[config.mk]
export PLATFORM = sky130hd
export DESIGN_NAME = bus_decode_flat
export DESIGN_NICKNAME = d
export VERILOG_FILES = /design/src/rtl/bus_decode_pkg.sv /design/src/rtl/bus_decode_if.sv /design/src/rtl/bus_watchdog.sv /design/src/rtl/bus_decode.sv /design/src/flat_wrapper.sv
export SDC_FILE = /design/constraint.sdc
export NUM_CORES = 1
export LEC_CHECK = 0
export CAP_MARGIN = 30
export CORE_ASPECT_RATIO = 0.6
export CORE_UTILIZATION = 40
export CTS_BUF_LIST = sky130_fd_sc_hd__clkbuf_8
export CTS_CLUSTER_DIAMETER = 80
export DETAILED_ROUTE_END_ITERATION = 8
export PLACE_DENSITY_LB_ADDON = 0.2
export SETUP_SLACK_MARGIN = 0.05
export SLEW_MARGIN = 15
export SYNTH_ARGS = -nofsm -noshare
export SYNTH_HDL_FRONTEND = slang
export SYNTH_SLANG_ARGS = --single-unit
[constraint.sdc]
create_clock -name CLK -period 2.4 [get_ports CLK]
set_clock_uncertainty 0.1 [all_clocks]
set_input_delay 0.36 -clock CLK [delete_from_list [all_inputs] [get_ports CLK]]
set_output_delay 0.36 -clock CLK [all_outputs]
set_load 0.02 [all_outputs]
[src/rtl/bus_decode_pkg.sv]
// Shared constants, watchdog state encoding and the address-decode helper
// for the 68030 board bus_decode block.
package bus_decode_pkg;

    localparam logic [3:0]  RAM_TOP4     = 4'h0;
    localparam logic [11:0] ROM_HI12     = 12'hFFF;
    localparam logic [11:0] IO_HI12      = 12'hFFE;
    localparam logic [2:0]  FC_CPU_SPACE = 3'b111;
    localparam logic [3:0]  IACK_TYPE    = 4'b1111;

    localparam logic [1:0] WD_IDLE  = 2'd0;
    localparam logic [1:0] WD_COUNT = 2'd1;
    localparam logic [1:0] WD_FAULT = 2'd2;
    localparam logic [1:0] WD_DONE  = 2'd3;

    typedef struct packed {
        logic ram;
        logic rom;
        logic io;
        logic rom_native;
        logic iack;
    } dec_t;

    // Active-high decode result; CPU space never selects memory or I/O.
    function automatic dec_t decode_addr(input logic       nas,
                                         input logic [2:0] fc,
                                         input logic       rnw,
                                         input logic [11:0] hi12,
                                         input logic [3:0] type4,
                                         input logic       overlay);
        dec_t d;
        d = '0;
        if (!nas) begin
            if (fc == FC_CPU_SPACE) begin
                d.iack = (type4 == IACK_TYPE);
            end else if (hi12[11:8] == RAM_TOP4) begin
                if (overlay && rnw) d.rom = 1'b1;
                else                d.ram = 1'b1;
            end else if (hi12 == ROM_HI12) begin
                d.rom        = 1'b1;
                d.rom_native = 1'b1;
            end else if (hi12 == IO_HI12) begin
                d.io = 1'b1;
            end
        end
        return d;
    endfunction

endpackage

[src/rtl/bus_decode_if.sv]
// CPU-side bus bundle for bus_decode: the CPU drives the master side,
// the decoder sits on the slave side.
interface bus_decode_if;
    logic        nAS;
    logic        RnW;
    logic [2:0]  FC;
    logic [31:0] ADDR;
    logic [1:0]  nDSACK;
    logic        nSTERM;
    logic        nRAMSEL;
    logic        nROMSEL;
    logic        nIOSEL;
    logic        nBERR;
    logic        nAVEC;
    logic        OVERLAY;

    modport master (
        output nAS, RnW, FC, ADDR, nDSACK, nSTERM,
        input  nRAMSEL, nROMSEL, nIOSEL, nBERR, nAVEC, OVERLAY
    );

    modport slave (
        input  nAS, RnW, FC, ADDR, nDSACK, nSTERM,
        output nRAMSEL, nROMSEL, nIOSEL, nBERR, nAVEC, OVERLAY
    );
endinterface

[src/rtl/bus_watchdog.sv]
// Bus watchdog: counts cycles of an unterminated bus cycle and raises
// bus error once TIMEOUT_CYCLES have elapsed without termination.
module bus_watchdog
    import bus_decode_pkg::*;
#(
    parameter int TIMEOUT_CYCLES = 512,
    parameter int CNT_W          = 10
) (
    input  logic clk_i,
    input  logic rst_i,
    input  logic as_i,
    input  logic as_rise_i,
    input  logic term_i,
    output logic berr_n_o
);

    localparam logic [CNT_W-1:0] CNT_LAST = CNT_W'(TIMEOUT_CYCLES - 1);

    logic [1:0]       state_q, state_d;
    logic [CNT_W-1:0] cnt_q, cnt_d;
    logic             berr_n_q, berr_n_d;

    // AS negation outranks termination, which outranks timeout.
    always_comb begin
        state_d  = state_q;
        cnt_d    = cnt_q;
        berr_n_d = berr_n_q;
        case (state_q)
            WD_IDLE: begin
                if (as_rise_i) begin
                    state_d = WD_COUNT;
                    cnt_d   = '0;
                end
            end
            WD_COUNT: begin
                if (!as_i) begin
                    state_d = WD_IDLE;
                end else if (term_i) begin
                    state_d = WD_DONE;
                end else if (cnt_q == CNT_LAST) begin
                    state_d  = WD_FAULT;
                    berr_n_d = 1'b0;
                end else begin
                    cnt_d = cnt_q + 1'b1;
                end
            end
            WD_FAULT: begin
                if (!as_i) begin
                    state_d  = WD_IDLE;
                    berr_n_d = 1'b1;
                end
            end
            default: begin
                if (!as_i) state_d = WD_IDLE;
            end
        endcase
    end

    always_ff @(posedge clk_i or posedge rst_i) begin
        if (rst_i) begin
            state_q  <= WD_IDLE;
            cnt_q    <= '0;
            berr_n_q <= 1'b1;
        end else begin
            state_q  <= state_d;
            cnt_q    <= cnt_d;
            berr_n_q <= berr_n_d;
        end
    end

    assign berr_n_o = berr_n_q;

endmodule

[src/rtl/bus_decode.sv]
// Address decode, boot-ROM overlay and bus supervision for the 68030 board.
// Define BUS_DECODE_AUTOVEC_EN to answer IACK cycles with nAVEC.
module bus_decode
    import bus_decode_pkg::*;
#(
    parameter int TIMEOUT_CYCLES = 512,
    parameter int CNT_W          = 10
) (
    input  logic         CLK,
    input  logic         RST,
    bus_decode_if.slave  bus
);

    logic as1_q, as_q, asp_q;
    logic term1_q, term_q;
    logic overlay_q, overlay_d;
    logic as_rise;
    logic avec_n;
    logic wd_term;
    logic berr_n;
    dec_t dec;

    assign dec = decode_addr(bus.nAS, bus.FC, bus.RnW, bus.ADDR[31:20],
                             bus.ADDR[19:16], overlay_q);
    assign as_rise = as_q & ~asp_q;

    // nAS and the termination lines are asynchronous to CLK.
    always_ff @(posedge CLK or posedge RST) begin
        if (RST) begin
            as1_q   <= 1'b0;
            as_q    <= 1'b0;
            asp_q   <= 1'b0;
            term1_q <= 1'b0;
            term_q  <= 1'b0;
        end else begin
            as1_q   <= ~bus.nAS;
            as_q    <= as1_q;
            asp_q   <= as_q;
            term1_q <= ~bus.nDSACK[0] | ~bus.nDSACK[1] | ~bus.nSTERM;
            term_q  <= term1_q;
        end
    end

    // The first native ROM access ends the overlay until the next reset.
    assign overlay_d = (as_rise && dec.rom_native) ? 1'b0 : overlay_q;

    always_ff @(posedge CLK or posedge RST) begin
        if (RST) overlay_q <= 1'b1;
        else     overlay_q <= overlay_d;
    end

`ifdef BUS_DECODE_AUTOVEC_EN
    logic avec_n_q;

    always_ff @(posedge CLK or posedge RST) begin
        if (RST)                     avec_n_q <= 1'b1;
        else if (!as_q)              avec_n_q <= 1'b1;
        else if (as_rise && dec.iack) avec_n_q <= 1'b0;
    end

    assign avec_n  = avec_n_q;
    assign wd_term = term_q | ~avec_n_q;
`else
    assign avec_n  = 1'b1;
    assign wd_term = term_q;
`endif

    bus_watchdog #(
        .TIMEOUT_CYCLES (TIMEOUT_CYCLES),
        .CNT_W          (CNT_W)
    ) u_watchdog (
        .clk_i     (CLK),
        .rst_i     (RST),
        .as_i      (as_q),
        .as_rise_i (as_rise),
        .term_i    (wd_term),
        .berr_n_o  (berr_n)
    );

    assign bus.nRAMSEL = ~dec.ram;
    assign bus.nROMSEL = ~dec.rom;
    assign bus.nIOSEL  = ~dec.io;
    assign bus.nBERR   = berr_n;
    assign bus.nAVEC   = avec_n;
    assign bus.OVERLAY = overlay_q;

    logic unused_bits;
    assign unused_bits = ^{bus.ADDR[15:0], dec.iack};

endmodule

[src/flat_wrapper.sv]
// flat-port wrapper written by rule: the top's interface ports become plain ports
module bus_decode_flat import bus_decode_pkg::*;
#(
    parameter int TIMEOUT_CYCLES = 512,
    parameter int CNT_W          = 10
)
  (CLK, RST, bus_nAS, bus_RnW, bus_FC, bus_ADDR, bus_nDSACK, bus_nSTERM, bus_nRAMSEL, bus_nROMSEL, bus_nIOSEL, bus_nBERR, bus_nAVEC, bus_OVERLAY);
  bus_decode_if bus_i ();
  input  logic CLK;
  input  logic RST;
  input wire logic [$bits(bus_i.nAS)-1:0] bus_nAS;
  input wire logic [$bits(bus_i.RnW)-1:0] bus_RnW;
  input wire logic [$bits(bus_i.FC)-1:0] bus_FC;
  input wire logic [$bits(bus_i.ADDR)-1:0] bus_ADDR;
  input wire logic [$bits(bus_i.nDSACK)-1:0] bus_nDSACK;
  input wire logic [$bits(bus_i.nSTERM)-1:0] bus_nSTERM;
  output wire logic [$bits(bus_i.nRAMSEL)-1:0] bus_nRAMSEL;
  output wire logic [$bits(bus_i.nROMSEL)-1:0] bus_nROMSEL;
  output wire logic [$bits(bus_i.nIOSEL)-1:0] bus_nIOSEL;
  output wire logic [$bits(bus_i.nBERR)-1:0] bus_nBERR;
  output wire logic [$bits(bus_i.nAVEC)-1:0] bus_nAVEC;
  output wire logic [$bits(bus_i.OVERLAY)-1:0] bus_OVERLAY;
  assign bus_i.nAS = bus_nAS;
  assign bus_i.RnW = bus_RnW;
  assign bus_i.FC = bus_FC;
  assign bus_i.ADDR = bus_ADDR;
  assign bus_i.nDSACK = bus_nDSACK;
  assign bus_i.nSTERM = bus_nSTERM;
  assign bus_nRAMSEL = bus_i.nRAMSEL;
  assign bus_nROMSEL = bus_i.nROMSEL;
  assign bus_nIOSEL = bus_i.nIOSEL;
  assign bus_nBERR = bus_i.nBERR;
  assign bus_nAVEC = bus_i.nAVEC;
  assign bus_OVERLAY = bus_i.OVERLAY;
  bus_decode #(.TIMEOUT_CYCLES(TIMEOUT_CYCLES), .CNT_W(CNT_W)) u_core (.CLK(CLK), .RST(RST), .bus(bus_i));
endmodule
==> qor.yml, run 1 <==
run_status:
  status: "finished clean"
placement:
  place_hpwl_um: 1880
  gp_congestion: 0.805
  io_buffer_count: 26
final_layout:
  area_growth_pct: 32.8
  ff_latch_area_um2: 478
  multi_input_comb_area_um2: 522
  drive_gt1_share_pct: 15.9
  diodes: 0
  fill_cells: 212
  finish.utilization_pct: 59.8
  final_nets: 176
timing:
  hold_viol_final: 0
  final_max_slew_viol_count: 0
  fin_crit_ns: 2.18
  relSlewSlack_pct: 53.6
  worst_slew_pin_slew_ns: 0.695
  finalCritPeriodShare_pct: 90.8
  rsz0062_at_grt: "no"
  max_freq_mhz: 459
  finalSetupViolCount: 0
route:
  num_vias: 933
  wl_um: 2430
  drt_iter0_drc: 78
  antenna_left: 0
  routed_via_density: 5.76
  drt_first_pass_iters: 4
  drcViolationCount: 0
  routedWlPerCell_um: 15.0
synthesis:
  yosys-top-cells-area: "dfrtp_1 41%, dfstp_2 5.1%, nand2_1 3.6%"
  syn_area_um2: 1030
  synth_compound_area_share_pct: 16.2
  yosysMostFrequentCell: "dfrtp_1"
  synth_fa_ha_area_share_pct: 1.21
  synth_seq_cells: 19
  synth-edff-count: 0
  async_flop_share_pct: 100
  synth_cells: 103
  synth-xor-area-share_pct: 0.847
  synth_top_family_by_area: "simple AND/OR/NAND/NOR gates"
  avgSynthCellArea_um2: 10.0
  yosysTopAreaCell: "dfrtp_1"
  ys.flop_type: "dfrtp_1"
  synth_nets: 146
  muxShareOfSynthArea_pct: 2.06
  yosysUniqueCellTypes: 42
  synth_top_cell_area_share_pct: 41.2
  seq_area_frac_synth_pct: 46.2
  yosys.area_share.simple_pct: 28.3
  synth_common_cells: "17 x dfrtp_1, 10 x nand2_1, 7 x nand3_1"
  synth_warnings: 0
die:
  dieArea_um2: 2800
  start_util_pct: 45.1
  fp.dieH_um: 41.4
  io_pins: 48
  design.core.area_um2: 2290
  die_w_um: 67.6
  rows: 13
cts:
  clock_sinks: 19
  cts_buffers: 3
  root_buffer: "clkbuf_8"
  cts_max_path_buffers: 2
  cts_tree: "built"
  cts.clk_slew.worst_paths_ns: 0.06
  htreeDepth: 1
  clock_latency_ns: 0.26
  postCtsSetupBuffers: 0
power:
  powerDensity_nw_per_um2: 477
  pwr-share-comb_pct: 13.5
  swShare_pct: 23.5
  ir_drop_v: 0.000326
  power_leakage_nw: 0.586
  p_int_uw: 500
  finalPower_uw: 654
  pwr-share-seq_pct: 53.3
  clkPwrFrac_pct: 33.3
  power_switching_uw: 154
critical_path:
  slowest_delay_ns: 0.48
  worst-path-max-fanout: 2
  start_kind: "primary input"
  critPathBufInv: 2
  setup.worst_path.class: "in -> out"
  critPathRequiredTime_ns: 1.94
  crit_arrival_ns: 1.72
  worstSetupEndpointType: "output pin"
  crit_chain: "clkdlybuf4s50_1, nand4_1, nor4bb_4, nand2b_1, dlygate4sd2_1"
  cp_slowest_cell: "clkdlybuf4s50_1"
  critPathTopFamily: "buffers and inverters"
grt:
  grt.total_usage_pct: 20.4
  first_global_vias: 827
  antenna_found_initial: 0
  grt-ovfl-total: 0
  grt_start_max_net_pins: 20
  grt_pass1_wl_um: 3950
flow_run:
  cap_viol_max_count: 0
hold_path:
  holdCritPathClass: "reg -> reg"
==> power groups by stage <==
stage	registers (mW)	logic (mW)	clock network, mW
after floorplan	0.352	0.0412	0
after global placement	0.353	0.0839	0
after detailed placement	0.354	0.0870	0
after CTS	0.348	0.0874	0.219
after global routing	0.351	0.0969	0.239
final	0.348	0.0881	0.218
==> per-stage QoR <==
stage	std cells	area, um^2	TNS (ns)	hold slack [ns]	worst slack (ns)
after floorplan	103	1030	0	0.210	0.671
after global placement	158	1320	-0.454	0.239	-0.305
after global routing	162	1370	0	0.276	0.143
after CTS	162	1370	0	0.250	0.0631
final	162	1370	0	0.249	0.221
after detailed placement	158	1320	-0.387	0.235	-0.279
==> cell usage in the layout (no fill, tap or decap), types with 3 or more instances in the layout <==
cell type	n
buf_4	3
nand3_1	7
inv_1	5
nor4_1	5
nand2_1	10
dfrtp_1	17
and3_1	3
o21ai_0	5
clkdlybuf4s50_1	23
a211o_2	3
nor2_1	6
nor3_1	4
clkbuf_8	3
==> state kept, by name, summed over array words and instances, names as in the netlist <==
| register | count |
|---|---|
| u_core.u_watchdog.cnt_q | 10 |
| u_core.u_watchdog.state_q | 2 |
| u_core.as1_q | 1 |
| u_core.as_q | 1 |
| u_core.asp_q | 1 |
| u_core.bus.OVERLAY | 1 |
| u_core.term1_q | 1 |
| u_core.term_q | 1 |
| u_core.u_watchdog.berr_n_o | 1 |
==> kinds of logic after synthesis <==
family	count (synthesis)
xor gates and xnor gates	1
other	1
and+or+nand+nor	49
AOI/OAI and AO/OA	22
adders and majority gates	1
muxes	2
DFF	19
buffers and inverters	8
==> what timing repair did <==
| action | 4_1_cts | 5_1_grt |
|---|---|---|
| endpoints found under the setup margin | 3 | 1 |
| gates cloned | 0 | 0 |
| hold buffers | 0 | 0 |
| pin swaps | 1 | 0 |
| resized for setup | 4 | 3 |
==> metal layers <==
metal / vias to the layer above / wire, um / global-route usage, % / share of wire (%)
li1: 442 / - / - / -
met1: 454 / 1230 / 30.7 / 51
met2: 35 / 1030 / 28.2 / 42
met3: 2 / 158 / 6.52 / 6.5
met4: 0 / 12 / 3.19 / 0.49
met5: - / 0 / 0 / 0
==> layout make-up <==
type                       instances  area share, %
multi-input combinational         76           38.0
sequential                        19           34.8
timing repair buffer              29           20.1
clock buffer                       3           3.01
tap                               30           2.73
inverter                           4           1.09
clock inverter                     1          0.273
==> final timing paths <==
check / end / startpoint / slack (ns) / cells past startpoint
worst max-delay path: bus_nIOSEL / bus_ADDR[28] / 0.22 / 5
worst min-delay path: u_core.as_q / u_core.as1_q / 0.25 / 0
worst max register to register: u_core.u_watchdog.cnt_q[6] / u_core.u_watchdog.cnt_q[0] / 0.46 / 5
worst min register to register: u_core.as_q / u_core.as1_q / 0.25 / 0
max in group asynchronous: u_core.u_watchdog.cnt_q[2] / RST / 1.34 / 2
min in group asynchronous: u_core.asp_q / RST / 0.41 / 2
No activity file was read; power rests on OpenSTA's default activity.
==> run 2: changes to the inputs <==
==> constraint.sdc (replaced) <==
create_clock -name CLK -period 2.4 [get_ports CLK]
set_clock_uncertainty 0.1 [all_clocks]
set_input_delay 0.36 -clock CLK [delete_from_list [all_inputs] [get_ports CLK]]
set_output_delay 0.36 -clock CLK [all_outputs]
set_load 0.005 [all_outputs]
==> qor.yml, run 2 (synthesis results as in run 1) <==
placement:
  place_hpwl_um: 1760  # -6.5%
  gp_congestion: 0.804  # -0.12%
  pre_cts_slack_ns: -0.169  # +0.110 ns
  io_buffer_count: 26  # unchanged
cts:
  cts_tree: "built"
  cts_max_path_buffers: 2  # unchanged
  cts.clk_slew.worst_paths_ns: 0.06  # about the same
  root_buffer: "clkbuf_8"
  htreeDepth: 1  # unchanged
  cts_buffers: 3  # unchanged
  clock_sinks: 19  # unchanged
  cts-hold-fix-buffers: 0  # unchanged
  clock_latency_ns: 0.26  # about the same
power:
  finalPower_uw: 651  # -0.48%
  pwr-share-seq_pct: 53.6  # +0.3 points
  ir_drop_v: 0.000333  # +1.9%
  powerDensity_nw_per_um2: 456  # -4.4%
  pwr-share-comb_pct: 12.9  # -0.6 points
  clkPwrFrac_pct: 33.5  # +0.2 points
  p_int_uw: 500  # -0.17%
  power_switching_uw: 151  # -1.5%
  swShare_pct: 23.2  # -0.24 points
  power_leakage_nw: 0.646  # +10%
die:
  rows: 13  # unchanged
  start_util_pct: 45.1  # unchanged
  io_pins: 48  # unchanged
  die_w_um: 67.6  # unchanged
  design.core.area_um2: 2290  # unchanged
  dieArea_um2: 2800  # unchanged
  fp.dieH_um: 41.4  # unchanged
final_layout:
  final_nets: 179  # +1.7%
  top_register: "u_core.u_watchdog.cnt_q"
  diodes: 0  # unchanged
  final_cell_mix: "19 x clkdlybuf4s50_1, 17 x dfrtp_1, 10 x nand2_1"
  finish.utilization_pct: 62.3  # +2.5 points
  largest_reg_flops: 10  # unchanged
  drive_gt1_share_pct: 18.5  # +2.6 points
  largestRegisters: "u_core.u_watchdog.cnt_q (10), u_core.u_watchdog.state_q (2)"
  final_common_cell: "clkdlybuf4s50_1"
  area_growth_pct: 38.3
critical_path:
  start_kind: "primary input"
  critPathRequiredTime_ns: 1.94  # about the same
  cp_slowest_cell: "clkdlybuf4s50_1"
  slowest_delay_ns: 0.49  # about the same
  worst-path-max-fanout: 2  # unchanged
  critPathTopFamily: "buffers and inverters"
  critPathBufInv: 2  # unchanged
  setup.worst_path.class: "in -> out"
  crit_arrival_ns: 1.78  # +0.06 ns
  worstSetupEndpointType: "output pin"
  crit_chain: "clkdlybuf4s50_1, and3_1, nor4bb_4, nand2_1, o21a_1, dlygate4sd2_1"
grt:
  grt.total_usage_pct: 22.8  # +2.3 points
  grt_start_max_net_pins: 20  # unchanged
  grt-ovfl-total: 0  # unchanged
  antenna_found_initial: 0  # unchanged
  first_global_vias: 859  # +3.9%
  grt_pass1_wl_um: 4260  # +7.9%
timing:
  finalCritPeriodShare_pct: 93.4  # +2.7 points
  worst_slew_pin_slew_ns: 0.731  # +0.0355 ns
  max_freq_mhz: 446  # -2.8%
  relSlewSlack_pct: 51.2  # -2.4 points
  setup_ws_ns: 0.158  # -0.0636 ns
  rsz0062_at_grt: "no"
  fin_crit_ns: 2.24  # +0.0636 ns
  final_max_slew_viol_count: 0  # unchanged
  hold_viol_final: 0  # unchanged
  finalSetupViolCount: 0  # unchanged
route:
  routed_via_density: 5.68  # -1.3%
  drt_first_pass_iters: 4  # unchanged
  wl_um: 2660  # +9.1%
  drcViolationCount: 0  # unchanged
  drt_iter0_drc: 136  # +74%
  antenna_left: 0  # unchanged
  routedWlPerCell_um: 16.1  # +7.1%
  num_vias: 938  # +0.54%
flow_run:
  cap_viol_max_count: 0  # unchanged
run_status:
  status: "finished clean"
hold_path:
  holdCritPathClass: "reg -> reg"
==> run 2: metal layers <==
layer / GRT usage (%) / vias up / routed length, um
li1: - / 451 / -
met1: 29.9 / 457 / 1240
met2: 36.9 / 28 / 1250
met3: 6.52 / 2 / 155
met4: 7.45 / 0 / 7
met5: 0 / - / 0
==> run 2: metrics by stage <==
stage / std cells / area [um^2] / hold WS [ns] / TNS, ns
after CTS: 167 / 1430 / 0.258 / 0
after detailed placement: 157 / 1310 / 0.243 / -0.192
final: 165 / 1430 / 0.254 / 0
after global placement: 157 / 1310 / 0.239 / -0.276
after global routing: 165 / 1430 / 0.274 / 0
after floorplan: 103 / 1030 / 0.210 / 0
==> run 2: cell type report <==
cell class / count / area, um^2
flip-flops and latches: 19 / 478
well taps: 30 / 37.5
clock buffers: 3 / 41.3
fillers: 178 / 865
repair buffers: 32 / 319
multi-input cells: 76 / 534
inverters: 4 / 15.0
clock inverters: 1 / 3.75
==> run 2: what timing repair did <==
item,in CTS,in global routing
setup buffers,6,0
hold endpoints to repair,0,0
cloned,0,0
pin swaps,3,5
resized for setup,5,6
setup endpoints to repair,2,2
==> run 2: final timing paths <==
kind | end | cells past startpoint | start | slack (ns)
max | bus_nROMSEL | 6 | bus_ADDR[29] | 0.16
max reg2reg | u_core.u_watchdog.cnt_q[6] | 5 | u_core.u_watchdog.cnt_q[1] | 0.45
min reg2reg | u_core.as_q | 0 | u_core.as1_q | 0.25
min in group asynchronous | u_core.asp_q | 2 | RST | 0.42
min | u_core.as_q | 0 | u_core.as1_q | 0.25
max in group asynchronous | u_core.u_watchdog.cnt_q[2] | 2 | RST | 1.31
==> run 2: power by group through the flow <==
stage | clock network [mW] | registers, mW | logic [mW]
6_report | 0.218 | 0.349 | 0.0839
5_1_grt | 0.244 | 0.350 | 0.0928
4_1_cts | 0.224 | 0.348 | 0.0844
3_5_place_dp | 0 | 0.354 | 0.0806
3_3_place_gp | 0 | 0.353 | 0.0786
2_1_floorplan | 0 | 0.348 | 0.0398
==> run 2: worst reg2reg max path: stages, from the launching register on <==
cell and delay (ns):
dfrtp_1 0.38, ha_1 0.26, nand3_1 0.19, nor3_2 0.35, nor2_1 0.19, a221o_1 0.37
